### config.mk
export PLATFORM = sky130hd
export DESIGN_NAME = multicycle_ctrl
export DESIGN_NICKNAME = d
export VERILOG_FILES = /design/src/rtl/multicycle_ctrl_pkg.sv /design/src/rtl/multicycle_ctrl_mem_wait_timer.sv /design/src/rtl/multicycle_ctrl.sv
export SDC_FILE = /design/constraint.sdc
export NUM_CORES = 1
export LEC_CHECK = 0
export BUFFER_PORTS_ARGS = -buffer_cell sky130_fd_sc_hd__buf_4
export CORE_MARGIN = 3
export CORE_UTILIZATION = 56
export CTS_CLUSTER_SIZE = 25
export DETAILED_ROUTE_END_ITERATION = 8
export PLACE_DENSITY = 0.95
export SYNTH_ARGS = -nofsm -noshare
export SYNTH_HDL_FRONTEND = slang
export SYNTH_SLANG_ARGS = --single-unit
### constraint.sdc
create_clock -name clk -period 4.3 [get_ports clk]
set_input_delay 0.215 -clock clk [delete_from_list [all_inputs] [get_ports clk]]
set_output_delay 0.215 -clock clk [all_outputs]
set_load 0.01 [all_outputs]
### src/rtl/multicycle_ctrl_pkg.sv
// Shared definitions for the multi-cycle RV32I-subset main controller.
//
// Contents:
//   state_e          - controller state encoding
//   OPC_*            - supported major opcodes
//   ALUOP_*          - aluop encodings consumed by the ALU-control block
//   SRCB_*           - alu_src_b mux select encodings
//   WAIT_CNT_W       - width of the memory wait counter (covers MEM_WAIT_MAX up to 255)
//   is_req_state()   - true for states that issue a memory request
package multicycle_ctrl_pkg;

    typedef enum logic [3:0] {
        StFetch,
        StDecode,
        StExecR,
        StWbR,
        StMemAddr,
        StMemRd,
        StWbMem,
        StMemWr,
        StBranch,
        StTrap
    } state_e;

    localparam logic [6:0] OPC_RTYPE  = 7'b0110011;
    localparam logic [6:0] OPC_LOAD   = 7'b0000011;
    localparam logic [6:0] OPC_STORE  = 7'b0100011;
    localparam logic [6:0] OPC_BRANCH = 7'b1100011;

    localparam logic [1:0] ALUOP_ADD  = 2'b00;
    localparam logic [1:0] ALUOP_SUB  = 2'b01;
    localparam logic [1:0] ALUOP_FUNC = 2'b10;

    localparam logic [1:0] SRCB_RS2  = 2'd0;
    localparam logic [1:0] SRCB_FOUR = 2'd1;
    localparam logic [1:0] SRCB_IMM  = 2'd2;

    localparam int unsigned WAIT_CNT_W = 8;

    function automatic logic is_req_state(state_e s);
        return (s == StFetch) || (s == StMemRd) || (s == StMemWr);
    endfunction

endpackage

### src/rtl/multicycle_ctrl_mem_wait_timer.sv
// mem_wait_timer: counts cycles spent waiting on mem_ready and flags a timeout.
//
// Parameters:
//   MEM_WAIT_MAX - number of unanswered request cycles tolerated (1..255)
//
// Ports:
//   clk      in   clock
//   rst_n    in   synchronous active-low reset
//   req      in   memory request currently asserted
//   ready    in   memory completes the request this cycle
//   expired  out  counter has reached MEM_WAIT_MAX (registered, Moore)
//
// The counter is zero whenever no request is outstanding, so it is always
// clear on entry to a request state. While expired is high the controller
// drops mem_req, which clears the counter again on the following edge.
module mem_wait_timer
    import multicycle_ctrl_pkg::*;
#(
    parameter int unsigned MEM_WAIT_MAX = 16
) (
    input  logic clk,
    input  logic rst_n,
    input  logic req,
    input  logic ready,
    output logic expired
);

    logic [WAIT_CNT_W-1:0] cnt_q;
    logic [WAIT_CNT_W-1:0] cnt_d;

    always_comb begin
        cnt_d = cnt_q;
        if (!req || ready) begin
            cnt_d = '0;
        end else begin
            cnt_d = cnt_q + 1'b1;
        end
    end

    always_ff @(posedge clk) begin
        if (!rst_n) begin
            cnt_q <= '0;
        end else begin
            cnt_q <= cnt_d;
        end
    end

    assign expired = (cnt_q == WAIT_CNT_W'(MEM_WAIT_MAX));

endmodule

### src/rtl/multicycle_ctrl.sv
// multicycle_ctrl: main control FSM of a multi-cycle RV32I-subset core.
//
// Supports R-type ALU ops, lw, sw and beq. Produces the datapath enables and
// the aluop/funccode pair consumed by the ALU-control block.
//
// Build option:
//   ILLEGAL_TRAP_EN - when defined, an unsupported opcode locks the controller
//                     in a trap state with illegal = 1 until reset; otherwise
//                     such an instruction is skipped as a NOP.
//
// Parameters:
//   MEM_WAIT_MAX - cycles to wait for mem_ready before signalling bus_err
//
// Ports:
//   clk, rst_n   clock, synchronous active-low reset
//   mem_rdata    memory read data (instruction in fetch)
//   mem_ready    memory completes the current request
//   zero         ALU zero flag (beq resolution)
//   mem_req      memory request
//   mem_we       memory write (sw)
//   ir_write     load instruction register
//   pc_write     update PC
//   pc_src       PC source: 0 = ALU result, 1 = branch-target register
//   alu_src_a    0 = PC, 1 = rs1
//   alu_src_b    0 = rs2, 1 = const 4, 2 = imm
//   aluop        00 add, 01 sub, 10 use funccode
//   funccode     {instr[31:25], instr[14:12]} of the latched instruction
//   reg_write    regfile write enable
//   mem_to_reg   writeback from memory data
//   bus_err      one-cycle pulse on memory timeout
//   illegal      trap indication (tied 0 without ILLEGAL_TRAP_EN)
//   instret      retired-instruction counter
module multicycle_ctrl
    import multicycle_ctrl_pkg::*;
#(
    parameter int unsigned MEM_WAIT_MAX = 16
) (
    input  logic        clk,
    input  logic        rst_n,
    input  logic [31:0] mem_rdata,
    input  logic        mem_ready,
    input  logic        zero,
    output logic        mem_req,
    output logic        mem_we,
    output logic        ir_write,
    output logic        pc_write,
    output logic        pc_src,
    output logic        alu_src_a,
    output logic [1:0]  alu_src_b,
    output logic [1:0]  aluop,
    output logic [9:0]  funccode,
    output logic        reg_write,
    output logic        mem_to_reg,
    output logic        bus_err,
    output logic        illegal,
    output logic [31:0] instret
);

    state_e      state_q;
    state_e      state_d;
    // Low only in the first cycle after reset: keeps every output quiet there.
    logic        run_q;
    logic [6:0]  opcode_q;
    logic [9:0]  funccode_q;
    logic [31:0] instret_q;

    logic        expired;
    logic        retire;
    logic        unused_rdata;

    assign unused_rdata = ^{mem_rdata[24:15], mem_rdata[11:7]};

    mem_wait_timer #(
        .MEM_WAIT_MAX (MEM_WAIT_MAX)
    ) u_mem_wait_timer (
        .clk     (clk),
        .rst_n   (rst_n),
        .req     (mem_req),
        .ready   (mem_ready),
        .expired (expired)
    );

    // State register.
    always_ff @(posedge clk) begin
        if (!rst_n) begin
            state_q <= StFetch;
            run_q   <= 1'b0;
        end else begin
            state_q <= state_d;
            run_q   <= 1'b1;
        end
    end

    // Latched instruction fields and retirement counter.
    always_ff @(posedge clk) begin
        if (!rst_n) begin
            opcode_q   <= '0;
            funccode_q <= '0;
            instret_q  <= '0;
        end else begin
            if (ir_write) begin
                opcode_q   <= mem_rdata[6:0];
                funccode_q <= {mem_rdata[31:25], mem_rdata[14:12]};
            end
            if (retire) begin
                instret_q <= instret_q + 32'd1;
            end
        end
    end

    // Next-state logic. A timeout takes priority over a late mem_ready,
    // because mem_req is already dropped in the expired cycle.
    always_comb begin
        state_d = state_q;
        unique case (state_q)
            StFetch: begin
                if (ir_write) begin
                    state_d = StDecode;
                end
            end
            StDecode: begin
                unique case (opcode_q)
                    OPC_RTYPE:           state_d = StExecR;
                    OPC_LOAD, OPC_STORE: state_d = StMemAddr;
                    OPC_BRANCH:          state_d = StBranch;
                    default: begin
`ifdef ILLEGAL_TRAP_EN
                        state_d = StTrap;
`else
                        state_d = StFetch;
`endif
                    end
                endcase
            end
            StExecR:   state_d = StWbR;
            StWbR:     state_d = StFetch;
            StMemAddr: state_d = (opcode_q == OPC_LOAD) ? StMemRd : StMemWr;
            StMemRd: begin
                if (expired) begin
                    state_d = StFetch;
                end else if (mem_ready) begin
                    state_d = StWbMem;
                end
            end
            StWbMem:   state_d = StFetch;
            StMemWr: begin
                if (expired || mem_ready) begin
                    state_d = StFetch;
                end
            end
            StBranch:  state_d = StFetch;
            StTrap: begin
`ifdef ILLEGAL_TRAP_EN
                state_d = StTrap;
`else
                state_d = StFetch;
`endif
            end
            default:   state_d = StFetch;
        endcase
    end

    // Output decode (Moore, except fetch enables gated by mem_ready and
    // the branch PC write gated by zero).
    always_comb begin
        mem_req    = 1'b0;
        mem_we     = 1'b0;
        ir_write   = 1'b0;
        pc_write   = 1'b0;
        pc_src     = 1'b0;
        alu_src_a  = 1'b0;
        alu_src_b  = SRCB_RS2;
        aluop      = ALUOP_ADD;
        reg_write  = 1'b0;
        mem_to_reg = 1'b0;
        unique case (state_q)
            StFetch: begin
                if (run_q) begin
                    mem_req   = !expired;
                    alu_src_b = SRCB_FOUR;
                    ir_write  = !expired && mem_ready;
                    pc_write  = !expired && mem_ready;
                end
            end
            StDecode: begin
                alu_src_b = SRCB_IMM;
            end
            StExecR: begin
                alu_src_a = 1'b1;
                alu_src_b = SRCB_RS2;
                aluop     = ALUOP_FUNC;
            end
            StWbR: begin
                reg_write = 1'b1;
            end
            StMemAddr: begin
                alu_src_a = 1'b1;
                alu_src_b = SRCB_IMM;
            end
            StMemRd: begin
                mem_req = !expired;
            end
            StWbMem: begin
                reg_write  = 1'b1;
                mem_to_reg = 1'b1;
            end
            StMemWr: begin
                mem_req = !expired;
                mem_we  = !expired;
            end
            StBranch: begin
                alu_src_a = 1'b1;
                alu_src_b = SRCB_RS2;
                aluop     = ALUOP_SUB;
                pc_src    = 1'b1;
                pc_write  = zero;
            end
            default: begin
            end
        endcase
    end

    // The counter only reaches its limit inside a request state.
    assign bus_err = expired;

`ifdef ILLEGAL_TRAP_EN
    assign illegal = (state_q == StTrap);
`else
    assign illegal = 1'b0;
`endif

    assign retire = (state_q == StWbR) || (state_q == StWbMem) || (state_q == StBranch) ||
                    ((state_q == StMemWr) && mem_req && mem_ready);

    assign funccode = funccode_q;
    assign instret  = instret_q;

endmodule

==> After elaboration in Yosys (flattened, before gate mapping) <==
Cells that the tools add are included.
{ "word_totals": {"ff_bits": 62, "latch_bits": 0, "ram_bits": 0, "mem_bits_ro": 0, "input_bits": 36, "output_inout_bits": 56, "elab_cells": 64, "memories": 0} }
{ "op_classes": {"n_addsub": 2, "multipliers": 0, "div_mod_pow": 0, "n_lt_le_gt_ge": 0, "n_eq_ne": 16, "n_shift": 0, "muxes": 21, "n_bitwise": 1, "reduce_logical": 18} }
{ "ops": {"columns": ["cell", "count"], "rows": [
  ["$add 32x1->32 const B", 1],
  ["$pmux 4 s6", 1],
  ["$eq 4x3->1 const B", 4],
  ["$mux 4", 4],
  ["$eq 7x6->1 const B", 2],
  ["$pmux 4 s3", 1],
  ["$mux 1", 10],
  ["$reduce_or 2->1", 5],
  ["$add 8x1->8 const B", 1],
  ["$eq 4x2->1 const B", 2],
  ["$eq 8x5->1 const B", 1],
  ["$pmux 2 s2", 2],
  ["$eq 7x2->1 const B", 1],
  ["$eq 7x7->1 const B", 1],
  ["$logic_or 1x1->1", 5],
  ["$eq 4x1->1 const B", 1],
  ["$eq 4x4->1 const B", 1],
  ["$logic_not 4->1", 1],
  ["$ne 2x2->1 const B", 2],
  ["$pmux 1 s2", 2],
  ["$logic_and 1x1->1", 3],
  ["$ne 3x3->1 const B", 1],
  ["$reduce_and 3->1", 1],
  ["$reduce_or 3->1", 1],
  ["other kinds (3)", 4]
]} }

==> Logic depth before layout (Yosys ltp) <==
Gate-level depths: netlist (run 1).
{ "logic_depth": {"word_depth": 7, "mapped_depth": 8, "depth_no_buf": 7} }

==> Cells and area by module <==
From an unflattened synthesis (run 1), not the netlist that was laid out.
{ "hier_totals": {"cells_unflattened": 371, "area_unflattened_um2": 2952.8} }
{ "by_module_without_submodules": {"columns": ["mod", "instances", "cells_per_inst", "area_each_um2", "seq_area_each_um2"], "rows": [
  ["multicycle_ctrl", 1, 331, 2597.5, 1081.0],
  ["mem_wait_timer", 1, 40, 355.3, 160.2]
]} }

==> Least setup slack after synthesis (run 1) <==
OpenSTA, ideal clock, no wires.
{ "synth_path": {"kind": "register to register", "from": "reg instret_q[3], in the netlist instret[3]", "to": "reg instret_q[28], in the netlist instret[28]", "setup_ps": 115, "arrival_time_ps": 1885, "t_required_ps": 4185, "path_slack_ps": 2301, "stages_incl_launch_ff": 7, "n_path_buf": 1, "period_less_slack_ps": 1999, "path_cell_list": "dfxtp_1 -> and4_1 -> clkbuf_1 -> nand2_1 -> a2111oi_4 -> a41oi_1 -> o21a_1"} }
{ "synth_via": {"elab_chain_cells": 1} }
{ "synth_lines": {"columns": ["item", "line", "text"], "rows": [
  ["start: declaration", "multicycle_ctrl.sv:65", "logic [31:0] instret_q;"],
  ["start signal: assignment", "multicycle_ctrl.sv:106", "instret_q <= instret_q + 32'd1;"],
  ["$add 32x1->32", "multicycle_ctrl.sv:106", null]
]} }
Every way passes these cells.
A chain may end at the register's enable or synchronous reset.

==> Final worst setup path (run 1) <==
{ "layout_path": {"from": "reg state_q[0]", "to": "reg instret_q[14], in the netlist instret[14]"} }
{ "layout_via": {"elab_chain_cells": 6, "word_cells_on_any_way": 13, "cone_classes": "eq/ne: 5; mux: 1; reduce/logical: 7"} }
{ "layout_lines": {"columns": ["item", "line", "text"], "rows": [
  ["start: declaration", "multicycle_ctrl.sv:59", "state_e state_q;"],
  ["start signal: assignment", "multicycle_ctrl.sv:86", "state_q <= StFetch;"],
  ["start signal: assignment", "multicycle_ctrl.sv:89", "state_q <= state_d;"],
  ["$eq 4x3->1, on equally long branches", "multicycle_ctrl.sv:176, multicycle_ctrl.sv:233", null],
  ["$reduce_or 2->1 (no line)", null, null],
  ["$pmux 1 s2", "multicycle_ctrl.sv:176", "unique case (state_q)"],
  ["$logic_and 1x1->1 (2 in a row)", "multicycle_ctrl.sv:233", "((state_q == StMemWr) && mem_req && mem_ready);"],
  ["$logic_or 1x1->1 (*)", "multicycle_ctrl.sv:232", "assign retire = (state_q == StWbR) || (state_q == StWbMem) || (state_q == StBranch) ||"]
]} }
Mark *: on every way between the ends. The rest lies on a longest branch, timed or not.

==> run summary, run 1 <==
The flow ran to the end, and the final reports show no timing, DRC or antenna violations. The final count of negative-setup-slack endpoints is 0. TritonCTS built the clock tree. CTS placed an instance of sky130_fd_sc_hd__clkbuf_8 at the clock tree root. Wire segments on met2 add up to 3926 µm in the final route.

The total global routing track utilization came out at 0.2458. The most used flip-flop cell after synthesis is sky130_fd_sc_hd__dfxtp_1. Traced cell by cell, the critical path runs through and4bb_1 -> a311oi_4 -> buf_4 -> a211oi_1 -> xor2_1 -> and2_1. By area the synthesized netlist is led by sky130_fd_sc_hd__dfxtp_1 (38%), sky130_fd_sc_hd__nand2_1 (7.1%), sky130_fd_sc_hd__xor2_1 (5.6%). The number of flip-flops and latches in the synthesized netlist came out at 62. The number of antenna violations at the first check in global routing is 0.

The switching share of total power is 0.2261. The per-cell via count in the routed design is slightly below 6. The routed length on met1 came out at 3190 µm. The max-cap check violation count is 0. Of the total power, the clock network draws 0.444.

The post-route clock skew is 10.91 ps. Setup repair after global routing left no endpoint under its margin. The dominant delay contributor by cell family on the critical path is compound AO/OA/AOI/OAI gates. The final net count is 473.

The worst setup path is captured at a register. The number of nets handed over by synthesis was a little over 400. The remaining global-route overflow is 0. The antenna diode count came out at 0.

The final hold violation count came out at 0. The worst-margin pin slew is 1096 ps. The number of levels the H-tree was split into came out at 3. The overall die area is 6829 µm². The leakage power is 0.001705 µW.

The post-route clock period utilization came out at 0.6681. The net switching power is 272.4 µW. The time the final worst path needs with I/O delays and setup came out at 2873 ps. After detailed routing, the number of remaining DRC violations is 0. The CTS buffer count came out at 9.

In this run the standard cell core region covers 5608 µm². The slowest cell on the critical path is sky130_fd_sc_hd__a311oi_4. The combined buffer and inverter count along the critical path came out at 1. The combinational fraction of design power came out at 0.063. Yosys mapped a number of flops with a built-in enable equal to 0. The synthesized area per cell is 8.890 µm². The first global-routing pass estimated 12820 µm of wire. The clock net in this run drives a total of 62 sinks. The number of I/O pins came out at 92.

The number of hold buffers added after cts came out at 0. The post-synthesis sequential area ratio is 0.3773. The post-synthesis mux area share came out at 0.02130. The count of input and output buffers came out at 75. The arrival time reported for the critical path endpoint came out at 3120 ps. The number of filler cells placed in the layout is 398.

Of the post-synthesis cell area, the dominant cell type holds 0.3773. The cell type with the highest aggregate area in the netlist is sky130_fd_sc_hd__dfxtp_1. The relative contribution of sequential cells to total power came out at 0.493. After synthesis, the netlist uses 51 different library cells. Based on the critical path, the design can be clocked at up to between 0.3 and 0.4 GHz. The min-delay analysis places its worst path in the category in -> reg. The total vias in the final route is 2984. The clock latency on the worst-skew pair came out at 340 ps. At the worst endpoint, the required time is between 4000 and 5000 ps. By count the netlist is led by sky130_fd_sc_hd__dfxtp_1 (62), sky130_fd_sc_hd__nand2_1 (62), sky130_fd_sc_hd__and2_1 (22). After layout, the worst setup slack is 1427 ps. The number of gates resized after cts came out at 0.

The count of nets left with antenna violations once routing finished came out at 0. The total internal power is 932.4 µW. The highest ir drop seen on vdd came out at 0.2648 mV. The worst relative slew slack came out at 0.2696. The final weighted congestion of routability-driven global placement came out at 0.8462.

By area, the combinational part of the netlist is dominated by simple AND/OR/NAND/NOR gates. The cell area reported after detailed placement came out at ~3800 µm². Summed over all nets, the half-perimeter wirelength after detailed placement is between 5000 and 6000 µm. The total count of max-transition violations in the final report came out at 0. The aggregate routed wire length is between 7000 and 8000 µm. In this design, the stage delay of the slowest critical-path cell is 890 ps. The buffers inserted during post-CTS setup optimization is 0. The post-synthesis cell count is 370. The complex-gate fraction of the synthesized area is 0.1792. The starting density of the core is 0.5866. The share of synthesized cell area in full adder, half adder and majority cells came out at 0.01141. For this design the ratio of total power to cell area is 297.9 nW/µm². The number of global-route vias before repair came out at 2795. For this run, asynchronously set or reset flops after synthesis account for 0. The synthesized netlist occupies a cell area of 3289 µm². The horizontal die dimension is 82.64 µm. The number of warnings printed during yosys synthesis came out at 0. The setup TNS came out at 0 ps. The final design area excluding fillers is 4044 µm². The largest fanout of any net on the critical path came out at 19. In this run the top signal layer used is met4. The per-cell routed wire length came out at 15.56 µm. The number of rows created at floorplan is 27. The synthesized-area fraction occupied by xor and xnor cells is 0.07455. The starting DRC count in detailed routing came out at around 200.

The proportion of layout cells with a drive suffix above 1 came out at 0.2489. Counting along the longest clock path gives a buffer depth of 2. The amount of wire on met3 after detailed routing is 647 µm. After clock tree synthesis, the clock-pin slew on the worst setup and hold paths is around 70 ps. The fraction of the mapped netlist area in simple logic gates is 0.2845. The vertical extent of the die is 82.64 µm. The area growth from synthesis to layout is 22.94%. The type of the worst setup path is reg -> reg. The sort of element at the start of the critical path is a register.

The first-pass detailed-route iteration total came out at 5. The worst setup slack before clock tree synthesis is 1480 ps. The largest net degree at the start of global routing is 65.
-- worst paths after layout --
kind                                 start                  endpoint  slack [ps]  cells past startpoint
hold reg to reg   opcode_q[1]$_SDFFE_PN0P_  opcode_q[1]$_SDFFE_PN0P_         460                      2
setup reg to reg   state_q[0]$_SDFFE_PN0P_  instret[14]$_SDFFE_PN0P_        1430                      6
setup / recovery   state_q[0]$_SDFFE_PN0P_  instret[14]$_SDFFE_PN0P_        1430                      6
hold / removal               mem_rdata[30]  funccode[8]$_SDFFE_PN0P_         120                      3
-- layer usage --
layer  up-vias  global-route usage
met1      1396              0.2993
li1       1428                   -
met4         0             0.09150
met2       134              0.4054
met5         -                   0
met3        26             0.07701
-- placed cells by master, fill, tap and decap left out, types with 2 or more instances in the layout --
| master | n |
|---|---|
| sky130_fd_sc_hd__o21ai_0 | 5 |
| sky130_fd_sc_hd__and4_1 | 7 |
| sky130_fd_sc_hd__xnor2_1 | 7 |
| sky130_fd_sc_hd__a211oi_1 | 9 |
| sky130_fd_sc_hd__ha_1 | 3 |
| sky130_fd_sc_hd__nand2_1 | 62 |
| sky130_fd_sc_hd__nand2b_1 | 10 |
| sky130_fd_sc_hd__a21boi_1 | 8 |
| sky130_fd_sc_hd__o21a_1 | 4 |
| sky130_fd_sc_hd__a2111oi_2 | 9 |
| sky130_fd_sc_hd__a21boi_0 | 11 |
| sky130_fd_sc_hd__dfxtp_1 | 62 |
| sky130_fd_sc_hd__nor4b_1 | 4 |
| sky130_fd_sc_hd__and2_1 | 22 |
| sky130_fd_sc_hd__nand4_1 | 10 |
| sky130_fd_sc_hd__and3_1 | 5 |
| sky130_fd_sc_hd__nor3b_1 | 3 |
| sky130_fd_sc_hd__nand3_1 | 14 |
| sky130_fd_sc_hd__nor2_1 | 15 |
| sky130_fd_sc_hd__inv_1 | 11 |
| sky130_fd_sc_hd__mux2i_1 | 7 |
| sky130_fd_sc_hd__a2111oi_4 | 2 |
| sky130_fd_sc_hd__a21oi_1 | 3 |
| sky130_fd_sc_hd__nor3_1 | 6 |
| sky130_fd_sc_hd__buf_4 | 77 |
| sky130_fd_sc_hd__nor2b_1 | 2 |
| sky130_fd_sc_hd__clkbuf_8 | 12 |
| sky130_fd_sc_hd__xor2_1 | 21 |
| sky130_fd_sc_hd__nor4_1 | 3 |
| sky130_fd_sc_hd__a31oi_1 | 3 |
-- registers in the layout, summed over array words and instances (netlist names) --
register                cells
instret                    32
funccode                   10
u_mem_wait_timer.cnt_q      8
opcode_q                    7
state_q                     4
run_q                       1
-- through the flow --
step / hold WS, ps / utilization / cells / power (µW)
6_report: 121.1 / 0.7211 / 510 / 1205
5_1_grt: 113.4 / 0.7211 / 510 / 1255
3_5_place_dp: 442.8 / 0.6841 / 495 / 682.7
4_1_cts: 105.7 / 0.7211 / 510 / 1214
3_3_place_gp: 439.2 / 0.6841 / 495 / 678.8
2_1_floorplan: 242.7 / - / 370 / 647.0
-- area by class of cell --
type | count | area [µm²] | area share
multi-input cells | 272 | 1882 | 0.4653
flip-flops and latches | 62 | 1241 | 0.3069
repair buffers | 77 | 578.1 | 0.1429
clock buffers | 12 | 165.2 | 0.04084
well taps | 72 | 90.09 | 0.02228
inverters | 12 | 45.04 | 0.01114
clock inverters | 3 | 42.54 | 0.01052
-- worst min-delay path: cells and delay by family --
kind                   cells  cell delay (ps)
AO/OA/AOI/OAI              1               50
buffers and inverters      1              110
AND/OR/NAND/NOR            1               50
-- power by group through the flow --
| stage | Sequential (µW) | Clock [µW] | Combinational [µW] |
|---|---|---|---|
| floorplan | 604 | 0 | 43.1 |
| global placement | 606 | 0 | 72.8 |
| detailed placement | 607 | 0 | 75.7 |
| CTS | 594 | 543 | 75.9 |
| global route | 596 | 575 | 84.5 |
| finish | 594 | 535 | 75.6 |
-- cell families after synthesis --
logic type / Yosys count
flops: 62
simple gates: 171
fa+ha+maj: 3
mux: 7
buf+inv: 36
xor+xnor: 28
other cells: 1
compound gates: 62
(Power assumes the default switching activity.)
==> inputs of run 2 (changes only) <==
Settings changed: ABC_AREA set to 1, CORE_UTILIZATION 56 to 48, PLACE_DENSITY 0.95 to 0.87.
Clock period 4.3 ns to 2.33 ns, I/O delays scaled along.
==> run 2 against run 1 <==
Compared with the run above:
- non-clock buffer count rose by 1
- critical path depth grew 2
- clock skew shrank 2.6 ps
- register-to-register slack worse by 1100 ps
- synthesized cell count up 43%
- largest power group unchanged
- final cell count is 38% higher
- largest cell class unchanged
- worst setup slack got worse by 1200 ps
==> run summary, run 2 <==
The run finished with clean final reports. The complex-gate fraction of the synthesized area is 0.1211. The critical path is of the reg -> out type. Clock-pin slew was measured on the worst setup and hold paths at 70 ps. After synthesis, the largest family of logic cells by area is simple AND/OR/NAND/NOR gates. The post-synthesis mux area share is 0.

The vertical extent of the die is 90.28 µm. For this design the static power due to leakage is 0.001788 µW. From synthesis to final layout, the design area changed by 22.90%. At the worst endpoint, the arrival time is 1990 ps. Setup repair after global routing left no endpoint under its margin. The worst setup slack before clock tree synthesis came out at 374.0 ps. The maximum operating frequency is 0.4740 GHz. The remaining global-route overflow is 0.

STA classifies the critical path startpoint as a register. The starting density of the core came out at 0.4991. Sorting the synthesized cells by area gives the leading types as sky130_fd_sc_hd__dfxtp_1 (36%), sky130_fd_sc_hd__nand2_1 (17%), sky130_fd_sc_hd__nor2_1 (10%). The number of levels the H-tree was split into came out at 3. The synthesized area per cell is 6.457 µm².

In this design, the critical path's most frequently occurring cell is sky130_fd_sc_hd__nand2_1. The setup TNS is 0 ps. Walking the worst path, the cells encountered are inv_1 -> ha_1 -> nand2_1 -> nor2_1 -> nand2_1 -> nand3_1 -> clkinvlp_4 -> buf_4. For this design, the slowest cell found on the critical path is sky130_fd_sc_hd__dfxtp_1. The largest net degree at the start of global routing is 36. The number of global-route vias before repair is 3260.

The tightest min-delay check is of the in -> reg type. The number of hold buffers added after cts came out at 0. The number of I/O pins came out at 92.

The multi-input logic area is 1814 µm². The proportion of layout cells with a drive suffix above 1 came out at 0.2178. After detailed routing, the number of vias per cell comes to 5.066. The smallest clock period supported by the final layout is computed as 2110 ps. For this run, the slowest stage of the critical path takes about 340 ps.

The met2 track demand over resource in global routing is 0.3491. Setup slack closes at 220.1 ps. The post-synthesis cell area came out at approximately 3400 µm². TritonCTS built the clock tree. The final weighted congestion of routability-driven global placement is 0.9009. The number of antenna violations at the first check in global routing was 0. Across the routed clock network, the largest skew measured is between 8 and 9 ps.

sky130_fd_sc_hd__nand2_1 is the most common cell in the netlist. The horizontal die dimension is 90.28 µm. The number of filler cells placed in the layout is around 620. The overall die area is 8150 µm². The highest ir drop seen on vdd came out at 0.3323 mV. The post-route clock period utilization came out at 0.9055. The final net count came out at 640.

The number of enable flip-flop cells after synthesis came out at 0. The power density relative to cell area came out at 498.1 nW/µm². met2 is the most crowded layer.

The worst relative slew slack is 0.5441. In the layout the commonest cells are sky130_fd_sc_hd__nand2_1 (154), sky130_fd_sc_hd__nor2_1 (93), sky130_fd_sc_hd__buf_4 (76). After synthesis, the share of flip-flops with an asynchronous set or reset is 0. The total area of sequential cells came out at 1241 µm². The floorplan has 30 rows. The count of input and output buffers came out at 75. The detailed-route DRC error count came out at 0.

The dominant register cell in the synthesized netlist is sky130_fd_sc_hd__dfxtp_1. The final hold violation count is 0. The TritonCTS sink count came out at 62. Counting flops and latches in the post-synthesis netlist gives just over 60. The CTS buffer count is 9. The largest total area in the synthesized netlist belongs to sky130_fd_sc_hd__dfxtp_1. For met3 alone, demand over resource in global routing was 0.05167. STA classifies the critical path endpoint as a primary output. The clock tree buffer depth came out at 2. The library cell used most frequently in the layout, excluding fill and tap cells, is sky130_fd_sc_hd__nand2_1. The per-cell routed wire length came out at ~12 µm. The required time at the endpoint of the critical path is 2210 ps. Clock latency on the worst-skew pair, taken at its later pin, is ~350 ps. The total global routing track utilization came out at 0.2063. Of the total synthesized cell area, the portion taken by XOR and XNOR cells is 0.01284. The count of cells along the worst hold path came out at 3.

The number of antenna diodes in the final layout is 0. The aggregate routed wire length came out at between 8000 and 9000 µm. The first-pass detailed-route iteration total is 5.

The share of synthesized cell area in full adder, half adder and majority cells came out at 0.01101. The max-cap check violation count is 0. During synthesis, Yosys emitted a total of 0 warnings.

At the pin with the least slew margin, the transition time is 683.1 ps. The detailed placer's ending HPWL came out at 5982 µm. The total core area came out at 6832 µm². The largest fanout of any net on the critical path came out at 13.

By count the netlist is led by sky130_fd_sc_hd__nand2_1 (154), sky130_fd_sc_hd__nor2_1 (93), sky130_fd_sc_hd__dfxtp_1 (62). The met1 track utilization from global routing came out at 0.2450. The remaining antenna violation count after routing is 0. The total count of max-transition violations in the final report is 0. The number of library cell types mapped by synthesis is 31. Of the total synthesized cell area, the portion taken by AND, OR, NAND and NOR gates is 0.3861. The area share of the leading cell type in the synthesized netlist came out at 0.3640.

The hold slack came out at 14.50 ps. The post-synthesis sequential area ratio came out at 0.3640. Counting every net in the synthesized netlist gives 567.

The flip-flop count of the largest register, all copies and words added is 32. The starting DRC count in detailed routing is 225. The clock root buffer is sky130_fd_sc_hd__clkbuf_8. The first global-routing pass estimated 13990 µm of wire. The depth of the worst register-to-register path came out at 11.

The total vias in the final route came out at 3556. The final count of negative-setup-slack endpoints came out at 0. The post-synthesis cell count is approximately 530.
## run 2: per-stage QoR
step	total power [µW]	utilization	cells	instance area [µm²]
2_1_floorplan	1197	-	528	3410
3_3_place_gp	1256	0.5872	686	4011
3_5_place_dp	1261	0.5872	686	4011
4_1_cts	2102	0.6128	702	4187
5_1_grt	2167	0.6134	702	4190
6_report	2087	0.6134	702	4190
## run 2: layer usage
layer  vias to the layer above  share of wire
li1                       1805              -
met1                      1624           0.44
met2                       114           0.49
met3                        13          0.058
met4                         0          0.017
met5                         -              0
## run 2: area by class of cell
class / count / area share
Multi-Input combinational cell: 390 / 0.4330
Sequential cell: 62 / 0.2962
Clock inverter: 6 / 0.008958
Inverter: 60 / 0.05464
Tap cell: 96 / 0.02867
Clock buffer: 10 / 0.03285
Timing Repair Buffer: 78 / 0.1457
## run 2: where the power goes
group | switching (µW) | leakage, µW | internal (µW)
Sequential | 10.4 | 0.000502 | 1080
Combinational | 82.9 | 0.00120 | 64.9
Clock | 442 | 0.0000841 | 408
## run 2: worst max-delay path: cells and delay by family, from the launching register on
kind / cells / cell delay (ps)
buffers and inverters: 3 / 610
adders and majority gates: 1 / 150
DFF: 1 / 340
and+or+nand+nor: 4 / 550
## run 2: worst paths after layout
path | startpoint | endpoint | slack [ps]
max | u_mem_wait_timer.cnt_q[0]$_SDFF_PP0_ | ir_write | 220
min | mem_rdata[30] | funccode[8]$_SDFFE_PN0P_ | 10
max reg2reg | u_mem_wait_timer.cnt_q[0]$_SDFF_PP0_ | instret[11]$_SDFFE_PN0P_ | 340
min reg2reg | opcode_q[0]$_SDFFE_PN0P_ | opcode_q[0]$_SDFFE_PN0P_ | 460
## run 2: repair_timing
action	CTS	global route
endpoints found under the setup margin	0	1
gates resized for setup	0	1
setup buffers	0	0
## run 2: cell families (layout without fill, tap and decap cells)
group | count (synthesis) | after routing
other | 1 | 1
DFF | 62 | 62
and+or+nand+nor | 315 | 315
buffers and inverters | 76 | 154
xor gates and xnor gates | 5 | 5
adders and majority gates | 3 | 3
AOI/OAI and AO/OA | 66 | 66
